**config.mk**
```make
export PLATFORM = sky130hd
export DESIGN_NAME = battleship_game_core
export DESIGN_NICKNAME = d
export VERILOG_FILES = /design/src/rtl/battleship_game_core.sv
export SDC_FILE = /design/constraint.sdc
export NUM_CORES = 1
export LEC_CHECK = 0
export BUFFER_PORTS_ARGS = -buffer_cell sky130_fd_sc_hd__buf_4
export CAP_MARGIN = 10
export CORE_AREA = 2 2 188 190
export CTS_CLUSTER_DIAMETER = 30
export DETAILED_ROUTE_END_ITERATION = 16
export DIE_AREA = 0 0 190 192
export PLACE_DENSITY = 0.56
export SLEW_MARGIN = 20
export SYNTH_ARGS = -nofsm -noshare
export SYNTH_HDL_FRONTEND = slang
export SYNTH_SLANG_ARGS = --single-unit
```
**constraint.sdc**
```tcl
create_clock -name clk -period 8.5 [get_ports clk]
set_clock_uncertainty 0.05 [all_clocks]
set_input_delay 0.85 -clock clk [delete_from_list [all_inputs] [get_ports clk]]
set_output_delay 0.85 -clock clk [all_outputs]
set_load 0.005 [all_outputs]
```
**src/rtl/battleship_game_core.sv**
```systemverilog
// battleship_game_core: board, cursor, placement, turn sequencing, PC opponent
// and turn timer for the Battleship VGA lab. Boards are read by the renderer
// through the rd_* port; the PC board read hides unsunk ships.
// Optional build macro: CURSOR_WRAP_EN (cursor wraps at board edges instead of
// saturating).
//
// state       | meaning
// DECIDE      | waiting for confirm to latch the clamped ship count
// PLACE       | player places ships with cursor + action
// PC_PLACE    | PC drops its ships at LFSR-seeded probe positions
// PLAYER_TURN | player fires at the PC board, turn timer running
// PC_TURN     | PC scans from an LFSR probe to the first unshot cell, fires
// WIN         | all PC ships sunk; boards frozen until confirm
// LOSE        | all player ships sunk; boards frozen until confirm
module battleship_game_core #(
   parameter int BOARD_N    = 5,
   parameter int MAX_SHIPS  = 5,
   parameter int TURN_TICKS = 10,
   parameter int IDX_W      = $clog2(BOARD_N),
   parameter int CNT_W      = $clog2(MAX_SHIPS+1)
) (
   input  logic                              clk,
   input  logic                              rst,
   input  logic                              btn_up,
   input  logic                              btn_down,
   input  logic                              btn_left,
   input  logic                              btn_right,
   input  logic                              btn_action,
   input  logic                              confirm,
   input  logic [CNT_W-1:0]                  ships_req,
   input  logic                              tick,
   input  logic [IDX_W-1:0]                  rd_i,
   input  logic [IDX_W-1:0]                  rd_j,
   output logic [1:0]                        rd_player_cell,
   output logic [1:0]                        rd_pc_cell,
   output logic [IDX_W-1:0]                  cur_i,
   output logic [IDX_W-1:0]                  cur_j,
   output logic [2:0]                        state,
   output logic [CNT_W-1:0]                  ships_target,
   output logic [CNT_W-1:0]                  player_left,
   output logic [CNT_W-1:0]                  pc_left,
   output logic [$clog2(TURN_TICKS+1)-1:0]   time_left,
   output logic                              victory,
   output logic                              defeat
);

   localparam int CELLS = BOARD_N * BOARD_N;
   localparam int PW    = $clog2(CELLS);
   localparam int TW    = $clog2(TURN_TICKS+1);

   localparam logic [PW-1:0]    N_P     = PW'(BOARD_N);
   localparam logic [PW-1:0]    LAST_P  = PW'(CELLS-1);
   localparam logic [IDX_W-1:0] IDX_MAX = IDX_W'(BOARD_N-1);
   localparam logic [15:0]      CELLS16 = 16'(CELLS);
   localparam logic [CNT_W-1:0] MAX_C   = CNT_W'(MAX_SHIPS);
   localparam logic [CNT_W-1:0] ONE_C   = CNT_W'(1);
   localparam logic [TW-1:0]    TT      = TW'(TURN_TICKS);

   localparam logic [1:0] C_EMPTY = 2'd0;
   localparam logic [1:0] C_SHIP  = 2'd1;
   localparam logic [1:0] C_MISS  = 2'd2;
   localparam logic [1:0] C_HIT   = 2'd3;

   typedef enum logic [2:0] {
      S_DECIDE   = 3'd0,
      S_PLACE    = 3'd1,
      S_PC_PLACE = 3'd2,
      S_PLAYER   = 3'd3,
      S_PC_TURN  = 3'd4,
      S_WIN      = 3'd5,
      S_LOSE     = 3'd6
   } state_t;

   state_t st, st_n;

   logic [1:0]       player_board [CELLS];
   logic [1:0]       pc_board     [CELLS];
   logic [15:0]      lfsr, lfsr_n;
   logic [PW-1:0]    probe, probe_next, lfsr_mod, cur_idx, rd_idx;
   logic [5:0]       btn_now, btn_prev, btn_edge;
   logic             up_e, down_e, left_e, right_e, act_e, conf_e;
   logic [IDX_W-1:0] ci_n, cj_n;
   logic [1:0]       player_at_cur, pc_at_cur, player_at_probe, pc_at_probe;
   logic [1:0]       pc_raw;
   logic             rd_in_range;
   logic [CNT_W-1:0] clamped;
   logic             decide_go, place_wr, pcplace_wr, probe_load, probe_step;
   logic             shot, tick_dec, time_reload, pc_fire, clear_all, cursor_en;

   function automatic logic [PW-1:0] cell_idx(input logic [IDX_W-1:0] i,
                                              input logic [IDX_W-1:0] j);
      return PW'(i) * N_P + PW'(j);
   endfunction

   function automatic logic [IDX_W-1:0] idx_dec(input logic [IDX_W-1:0] v);
`ifdef CURSOR_WRAP_EN
      return (v == '0) ? IDX_MAX : v - IDX_W'(1);
`else
      return (v == '0) ? '0 : v - IDX_W'(1);
`endif
   endfunction

   function automatic logic [IDX_W-1:0] idx_inc(input logic [IDX_W-1:0] v);
`ifdef CURSOR_WRAP_EN
      return (v == IDX_MAX) ? '0 : v + IDX_W'(1);
`else
      return (v == IDX_MAX) ? IDX_MAX : v + IDX_W'(1);
`endif
   endfunction

   assign btn_now = {confirm, btn_action, btn_right, btn_left, btn_down, btn_up};
   assign up_e    = btn_edge[0];
   assign down_e  = btn_edge[1];
   assign left_e  = btn_edge[2];
   assign right_e = btn_edge[3];
   assign act_e   = btn_edge[4];
   assign conf_e  = btn_edge[5];

   assign lfsr_n     = {1'b0, lfsr[15:1]} ^ (lfsr[0] ? 16'hB400 : 16'h0000);
   assign lfsr_mod   = PW'(lfsr % CELLS16);
   assign probe_next = (probe == LAST_P) ? '0 : probe + PW'(1);

   assign cur_idx         = cell_idx(cur_i, cur_j);
   assign player_at_cur   = player_board[cur_idx];
   assign pc_at_cur       = pc_board[cur_idx];
   assign player_at_probe = player_board[probe];
   assign pc_at_probe     = pc_board[probe];

   assign clamped = (ships_req == '0)   ? ONE_C :
                    (ships_req > MAX_C) ? MAX_C : ships_req;

   assign state   = st;
   assign victory = (st == S_WIN);
   assign defeat  = (st == S_LOSE);

   // Renderer read port; out-of-board addresses read as EMPTY, PC ships hidden.
   always_comb begin
      rd_in_range    = (rd_i <= IDX_MAX) && (rd_j <= IDX_MAX);
      rd_idx         = cell_idx(rd_i, rd_j);
      rd_player_cell = C_EMPTY;
      pc_raw         = C_EMPTY;
      if (rd_in_range) begin
         rd_player_cell = player_board[rd_idx];
         pc_raw         = pc_board[rd_idx];
      end
      rd_pc_cell = (pc_raw == C_SHIP) ? C_EMPTY : pc_raw;
   end

   // Next cursor position: up beats down, left beats right, axes independent.
   always_comb begin
      ci_n = cur_i;
      cj_n = cur_j;
      if (up_e)         ci_n = idx_dec(cur_i);
      else if (down_e)  ci_n = idx_inc(cur_i);
      if (left_e)       cj_n = idx_dec(cur_j);
      else if (right_e) cj_n = idx_inc(cur_j);
   end

   // Next-state logic and datapath strobes.
   always_comb begin
      st_n        = st;
      decide_go   = 1'b0;
      place_wr    = 1'b0;
      pcplace_wr  = 1'b0;
      probe_load  = 1'b0;
      probe_step  = 1'b0;
      shot        = 1'b0;
      tick_dec    = 1'b0;
      time_reload = 1'b0;
      pc_fire     = 1'b0;
      clear_all   = 1'b0;
      cursor_en   = 1'b0;
      unique case (st)
         S_DECIDE: begin
            if (conf_e) begin
               decide_go = 1'b1;
               st_n      = S_PLACE;
            end
         end
         S_PLACE: begin
            cursor_en = 1'b1;
            if (player_left == ships_target) begin
               st_n       = S_PC_PLACE;
               probe_load = 1'b1;
            end else if (act_e && player_at_cur == C_EMPTY) begin
               place_wr = 1'b1;
            end
         end
         S_PC_PLACE: begin
            if (pc_left == ships_target) begin
               st_n        = S_PLAYER;
               time_reload = 1'b1;
            end else if (pc_at_probe == C_EMPTY) begin
               pcplace_wr = 1'b1;
            end else begin
               probe_step = 1'b1;
            end
         end
         S_PLAYER: begin
            cursor_en = 1'b1;
            // A valid shot takes priority over a coincident final tick.
            if (act_e && !pc_at_cur[1]) begin
               shot       = 1'b1;
               probe_load = 1'b1;
               st_n       = (pc_at_cur == C_SHIP && pc_left == ONE_C) ? S_WIN : S_PC_TURN;
            end else if (tick && time_left != '0) begin
               tick_dec = 1'b1;
               if (time_left == TW'(1)) begin
                  st_n       = S_PC_TURN;
                  probe_load = 1'b1;
               end
            end
         end
         S_PC_TURN: begin
            if (!player_at_probe[1]) begin
               pc_fire     = 1'b1;
               time_reload = 1'b1;
               st_n        = (player_at_probe == C_SHIP && player_left == ONE_C) ? S_LOSE : S_PLAYER;
            end else begin
               probe_step = 1'b1;
            end
         end
         S_WIN, S_LOSE: begin
            if (conf_e) begin
               clear_all = 1'b1;
               st_n      = S_DECIDE;
            end
         end
         default: st_n = S_DECIDE;
      endcase
   end

   // State register.
   always_ff @(posedge clk) begin
      if (rst) st <= S_DECIDE;
      else     st <= st_n;
   end

   // Free-running LFSR and button edge registers.
   always_ff @(posedge clk) begin
      if (rst) begin
         lfsr     <= 16'hACE1;
         btn_prev <= '0;
         btn_edge <= '0;
      end else begin
         lfsr     <= lfsr_n;
         btn_prev <= btn_now;
         btn_edge <= btn_now & ~btn_prev;
      end
   end

   // Boards, counters, cursor, probe and turn timer.
   always_ff @(posedge clk) begin
      if (rst || clear_all) begin
         for (int k = 0; k < CELLS; k++) begin
            player_board[k] <= C_EMPTY;
            pc_board[k]     <= C_EMPTY;
         end
         cur_i        <= '0;
         cur_j        <= '0;
         probe        <= '0;
         ships_target <= '0;
         player_left  <= '0;
         pc_left      <= '0;
         time_left    <= '0;
      end else begin
         if (cursor_en) begin
            cur_i <= ci_n;
            cur_j <= cj_n;
         end
         if (decide_go) begin
            ships_target <= clamped;
            player_left  <= '0;
         end
         if (place_wr) begin
            player_board[cur_idx] <= C_SHIP;
            player_left           <= player_left + ONE_C;
         end
         if (pcplace_wr) begin
            pc_board[probe] <= C_SHIP;
            pc_left         <= pc_left + ONE_C;
         end
         if (probe_load || pcplace_wr) probe <= lfsr_mod;
         else if (probe_step)          probe <= probe_next;
         if (shot) begin
            pc_board[cur_idx] <= (pc_at_cur == C_SHIP) ? C_HIT : C_MISS;
            if (pc_at_cur == C_SHIP) pc_left <= pc_left - ONE_C;
         end
         if (pc_fire) begin
            player_board[probe] <= (player_at_probe == C_SHIP) ? C_HIT : C_MISS;
            if (player_at_probe == C_SHIP) player_left <= player_left - ONE_C;
         end
         if (time_reload)   time_left <= TT;
         else if (tick_dec) time_left <= time_left - TW'(1);
      end
   end

endmodule

```
==> results of run 1 <==
-- stage by stage --
step	worst slack, ps	area, um2	utilization (%)
floorplan	707	13700	-
global placement	236	14400	42.0
detailed placement	26.6	14400	42.0
CTS	4.84	15000	43.6
global route	-139	15400	45.0
finish	323	15400	45.0
-- registers in the layout (all words and copies together), names as in the netlist, 4 cells and up, named ones only --
| name | count |
|---|---|
| btn_edge | 6 |
| pc_board | 64 |
| btn_prev | 6 |
| probe | 5 |
| time_left | 4 |
| player_board | 64 |
| lfsr | 16 |
-- layout make-up --
| class | count | area share (%) |
|---|---|---|
| Tap cell | 455 | 3.69 |
| Clock inverter | 14 | 0.891 |
| Clock buffer | 18 | 2.78 |
| Sequential cell | 188 | 32.8 |
| Multi-Input combinational cell | 1047 | 54.7 |
| Inverter | 40 | 0.972 |
| Timing Repair Buffer | 87 | 4.23 |
-- timing repair --
item	CTS	global route
endpoints found under the setup margin	0	10
gates resized for setup	0	68
buffers inserted	0	20
-- synth_stat cells, drive strengths merged (5+ instances only) --
library cell  number
nor2             212
edfxtp           128
o21ai             99
nand2             88
mux4              85
a21oi             71
clkbuf            63
dfxtp             60
nor3              58
ha                40
inv               39
nand3             33
buf               27
nor2b             27
mux2i             26
xnor2             23
a211oi            19
o311ai            18
a21o              16
o31ai             16
or2               15
o211ai            13
xor2              12
o22ai             11
nor3b             10
or3               10
a2111oi            8
a31oi              8
nand2b             8
nor4               8
and2               6
nand3b             6
o21a               6
o311a              6
o31a               6
nand4              5
o211a              5
-- cell usage in the layout, fill, tap and decap left out, drive strengths merged, types with 13 or more instances in the layout --
master	instances
a211oi	19
a21o	16
a21oi	71
buf	87
clkbuf	18
dfxtp	60
edfxtp	128
ha	40
inv	44
mux2i	26
mux4	85
nand2	88
nand3	33
nor2	212
nor2b	27
nor3	58
o211ai	13
o21ai	99
o311ai	18
o31ai	16
or2	15
xnor2	23
-- layer usage --
metal | routed length [um] | share of wire, %
met1 | 16500 | 42
met2 | 19300 | 49
met3 | 2380 | 6.1
met4 | 990 | 2.5
met5 | 0 | 0
-- cells by family (layout without fill, tap and decap cells) --
group	count (synthesis)	count (layout)	share of synthesized area [%]
xor gates and xnor gates	35	35	2.55
AOI/OAI and AO/OA	350	351	18.8
muxes	115	115	16.3
adders and majority gates	44	44	4.11
and+or+nand+nor	502	502	17.5
buffers and inverters	130	159	3.75
DFF	188	188	36.9
-- power breakdown --
group,leakage [nW],total (mW),switching [mW],internal (mW)
Sequential,1.82,1.13,0.106,1.03
Clock,0.273,0.789,0.378,0.411
Combinational,3.25,3.98,2.25,1.73
Total,5.35,5.90,2.73,3.17
-- worst paths after layout --
check / from / to / slack (ps) / cells after the start
worst max-delay path: lfsr[12] / register / 320 / 31
worst max register to register: lfsr[12] / register / 320 / 31
worst min-delay path: btn_prev[5] / btn_edge[5] / 340 / 1
worst min register to register: btn_prev[5] / btn_edge[5] / 340 / 1
==> results.cfg, run 1 <==
[power_and_ir_drop]
pwr_density_cell_nw_per_um2 = 382
p_total_mw = 5.90
leakage_nw = 5.35
vdd_drop_max_uv = 458

[synthesis]
synth_area_um2 = 13700
synth.yosys.seq_area_share_pct = 36.9
synth_ff_type = edfxtp_1
syn_nets = 1424
ys_seq_elements = 188
yosysTopAreaCellShare_pct = 28.1
yosysUniqueCellTypes = 114
syn_avg_cell_area_um2 = 10.0
ys_warn_count = 0
synth_top_cell_by_area = edfxtp_1
synthTopCellsByArea = edfxtp_1 (28%), mux4_2 (14%), dfxtp_1 (8.8%), nor2_1 (5.8%), ha_1 (3.7%)
synth_enable_flop_cells = 128
synth-async-reset-ratio_pct = 0
synthCells = 1364

[worst_setup_path]
end_kind = register
cp_top_family = compound AO/OA/AOI/OAI gates
crit_buf_inv = 2
cp.arrival_ps = 8440
slowest_stage = or3b_4
crit_fanout = 19
critPathKind = register to register
crit_path_start_kind = register
cpPeakStageDelay_ps = 480
required_ps = 8770

[route]
routed_via_density = 6.11
ant_nets = 0
drt-total-wl_um = 39100
routedWlPerCell_um = 21.2
dr.pass1.iters = 5
vias = 11302
drcViolationCount = 0
drt_iter0_markers = 1009

[placement]
gp_congestion = 0.901
placedCellCount = 1796
dp_hpwl_um = 27600
portBuffers = 45

[timing]
fin_tns_setup_ps = 0
min_period_ps = 8180
setup_viol = 0
worstMarginPinSlew_ps = 1080
post-route-period-util_pct = 96.2
relSlewSlack_pct = 27.3
max_freq_mhz = 122
fin_hold_ws_ps = 339
slew_viol_final = 0
hold_violations = 0

[final_layout]
insertedDiodeCount = 0
synthToLayoutAreaGrowth_pct = 13.1
fin_cells = 1849
multiInputGateArea_um2 = 8440
num-fill-cells = 3203
drive_gt1_share_pct = 22.9
layout.nets = 1441
seq_area_um2 = 5060

[grt]
grtUsageMet3_pct = 3.03
grt_max_degree = 55
grt_overflow = 0
grt_antenna_before_repair = 0
top_usage_layer = met2
grt.total_usage_pct = 21.3
grt_pass1_wl_um = 60700
use_met2_pct = 36.5
use_met1_pct = 27.8
grt_pass1_vias = 10749

[floorplanning]
die_w_um = 190
core_area_um2 = 34300
ioPinCount = 46
num_rows = 68
die_y_um = 192
initial_utilization_pct = 39.8
die_area_um2 = 36500

[cts]
clockRootBuffer = clkbuf_16
clk_pin_slew_ps = 70
htreeDepth = 4
cts_buffers = 17
clockBufferDepth = 2
cts_tree = built
cts_hold_repair.buffers = 0
cts.sinks = 188
clock_latency_ps = 440

[status]
status = finished clean

[hold_path]
hp-class = register to register

[job]
drv_cap = 0
(Power assumes the default switching activity.)
==> run 2, diff against run 1 <==
--- a/config.mk
+++ b/config.mk
@@ -7,11 +7,13 @@
 export LEC_CHECK = 0
 export BUFFER_PORTS_ARGS = -buffer_cell sky130_fd_sc_hd__buf_4
 export CAP_MARGIN = 10
+export CELL_PAD_IN_SITES_DETAIL_PLACEMENT = 1
+export CELL_PAD_IN_SITES_GLOBAL_PLACEMENT = 2
 export CORE_AREA = 2 2 188 190
 export CTS_CLUSTER_DIAMETER = 30
 export DETAILED_ROUTE_END_ITERATION = 16
 export DIE_AREA = 0 0 190 192
-export PLACE_DENSITY = 0.56
+export PLACE_DENSITY = 0.79
 export SLEW_MARGIN = 20
 export SYNTH_ARGS = -nofsm -noshare
 export SYNTH_HDL_FRONTEND = slang
==> run 2 against run 1 <==
  * Critical path depth unchanged
  * Register-to-register slack worse by 30 ps
  * Combinational power up 4%
  * Core utilization down 0.23 points
  * Count of clock-buffer cells in the layout up 1
  * Highest routed layer unchanged
==> results.cfg, run 2 (same netlist as run 1, synthesis figures left out) <==
[placement]
dp_hpwl_um = 29800
dpl_cell_area_um2 = 14400
gp_congestion = 0.837
portBuffers = 45

[power_and_ir_drop]
p_total_mw = 6.05
pwr_density_cell_nw_per_um2 = 394
leakage_nw = 5.29
vdd_drop_max_uv = 443

[route]
routedWlPerCell_um = 22.7
drt_iter0_markers = 873
vias = 11333
dr.pass1.iters = 5
ant_nets = 0
routed_via_density = 6.16
drcViolationCount = 0
drt-total-wl_um = 41800

[timing]
worstMarginPinSlew_ps = 946
slew_viol_final = 0
min_period_ps = 8210
hold_violations = 0
setup_viol = 0
post-route-period-util_pct = 96.6
fin_hold_ws_ps = 337
relSlewSlack_pct = 36.9
max_freq_mhz = 122

[cts]
cts.sinks = 188
htreeDepth = 4
cts_buffers = 17
clock_latency_ps = 460
clk_pin_slew_ps = 70
clockRootBuffer = clkbuf_16
clockBufferDepth = 2
cts_tree = built
cts_hold_repair.buffers = 0

[worst_setup_path]
crit_path_start_kind = register
crit_buf_inv = 2
cp.arrival_ps = 8480
end_kind = register
regToRegStartpoint = lfsr[12]
crit_fanout = 19
crit_start = lfsr[12]
cpPeakStageDelay_ps = 450
required_ps = 8770
cp_top_family = compound AO/OA/AOI/OAI gates
critPathKind = register to register
slowest_stage = or3b_4

[floorplanning]
die_y_um = 192
ioPinCount = 46
die_area_um2 = 36500
die_w_um = 190
num_rows = 68
core_area_um2 = 34300
initial_utilization_pct = 39.8

[final_layout]
reg_top3 = pc_board x64, player_board x64, lfsr x16
num-fill-cells = 3801
layout.nets = 1433
final_common_cell = nor2_1
synthToLayoutAreaGrowth_pct = 12.5
insertedDiodeCount = 0
drive_gt1_share_pct = 22.8
design_area_um2 = 15400
layout_common_cells = nor2_1 (207), edfxtp_1 (128), nand2_1 (87)

[grt]
grt_overflow = 0
grt.total_usage_pct = 23.1
grt_antenna_before_repair = 0
grt_pass1_wl_um = 65500
grt_max_degree = 49
grt_pass1_vias = 11505

[status]
status = finished clean

[job]
drv_cap = 0

[hold_path]
hp-class = register to register
hp-start = btn_prev[1]
==> run 2: cell types whose count changed in the layout (fill, tap and decap cells not counted), sizes merged <==
cell / before / now
bufinv: 1 / 0
clkbuf: 18 / 19
buf: 87 / 79
clkinv: 7 / 6
clkinvlp: 2 / 3
==> run 2: per-stage QoR <==
step	util, %	setup TNS [ps]	std cells	setup WS (ps)
6_report	44.8	0	1841	293
5_1_grt	44.8	-667	1841	-144
4_1_cts	43.5	0	1825	15.7
3_5_place_dp	41.9	-520	1793	-116
3_3_place_gp	41.9	0	1793	111
2_1_floorplan	-	0	1364	707
==> run 2: power by group <==
group	internal, mW	leakage (nW)	switching (mW)
Clock	0.381	0.255	0.389
Combinational	1.75	3.21	2.38
Sequential	1.03	1.82	0.124
Total	3.16	5.29	2.89
==> run 2: final timing paths <==
path,endpoint,cells past startpoint,slack [ps]
max reg2reg,probe[3],31,290
max,probe[3],31,290
min,btn_edge[1],1,340
min reg2reg,btn_edge[1],1,340
==> run 2: metal layers <==
| metal | track usage [%] | share of wire (%) |
|---|---|---|
| met5 | 0 | 0 |
| met4 | 5.69 | 1.6 |
| met3 | 3.07 | 4.0 |
| met2 | 40.3 | 50 |
| met1 | 30.3 | 44 |
==> run 2: final cells by class <==
| class | count | area, um2 | share of cell area [%] |
|---|---|---|---|
| Clock inverter | 13 | 108 | 0.700 |
| Inverter | 40 | 150 | 0.977 |
| Multi-Input combinational cell | 1047 | 8440 | 55.0 |
| Sequential cell | 188 | 5070 | 33.0 |
| Timing Repair Buffer | 79 | 593 | 3.86 |
| Clock buffer | 19 | 433 | 2.82 |
| Tap cell | 455 | 569 | 3.71 |
==> run 2: what timing repair did <==
action                     CTS  global route
pin swaps                    0            26
gates resized for setup      6            65
buffers inserted             0            15
setup endpoints to repair    6            10
gates cloned                 0             1
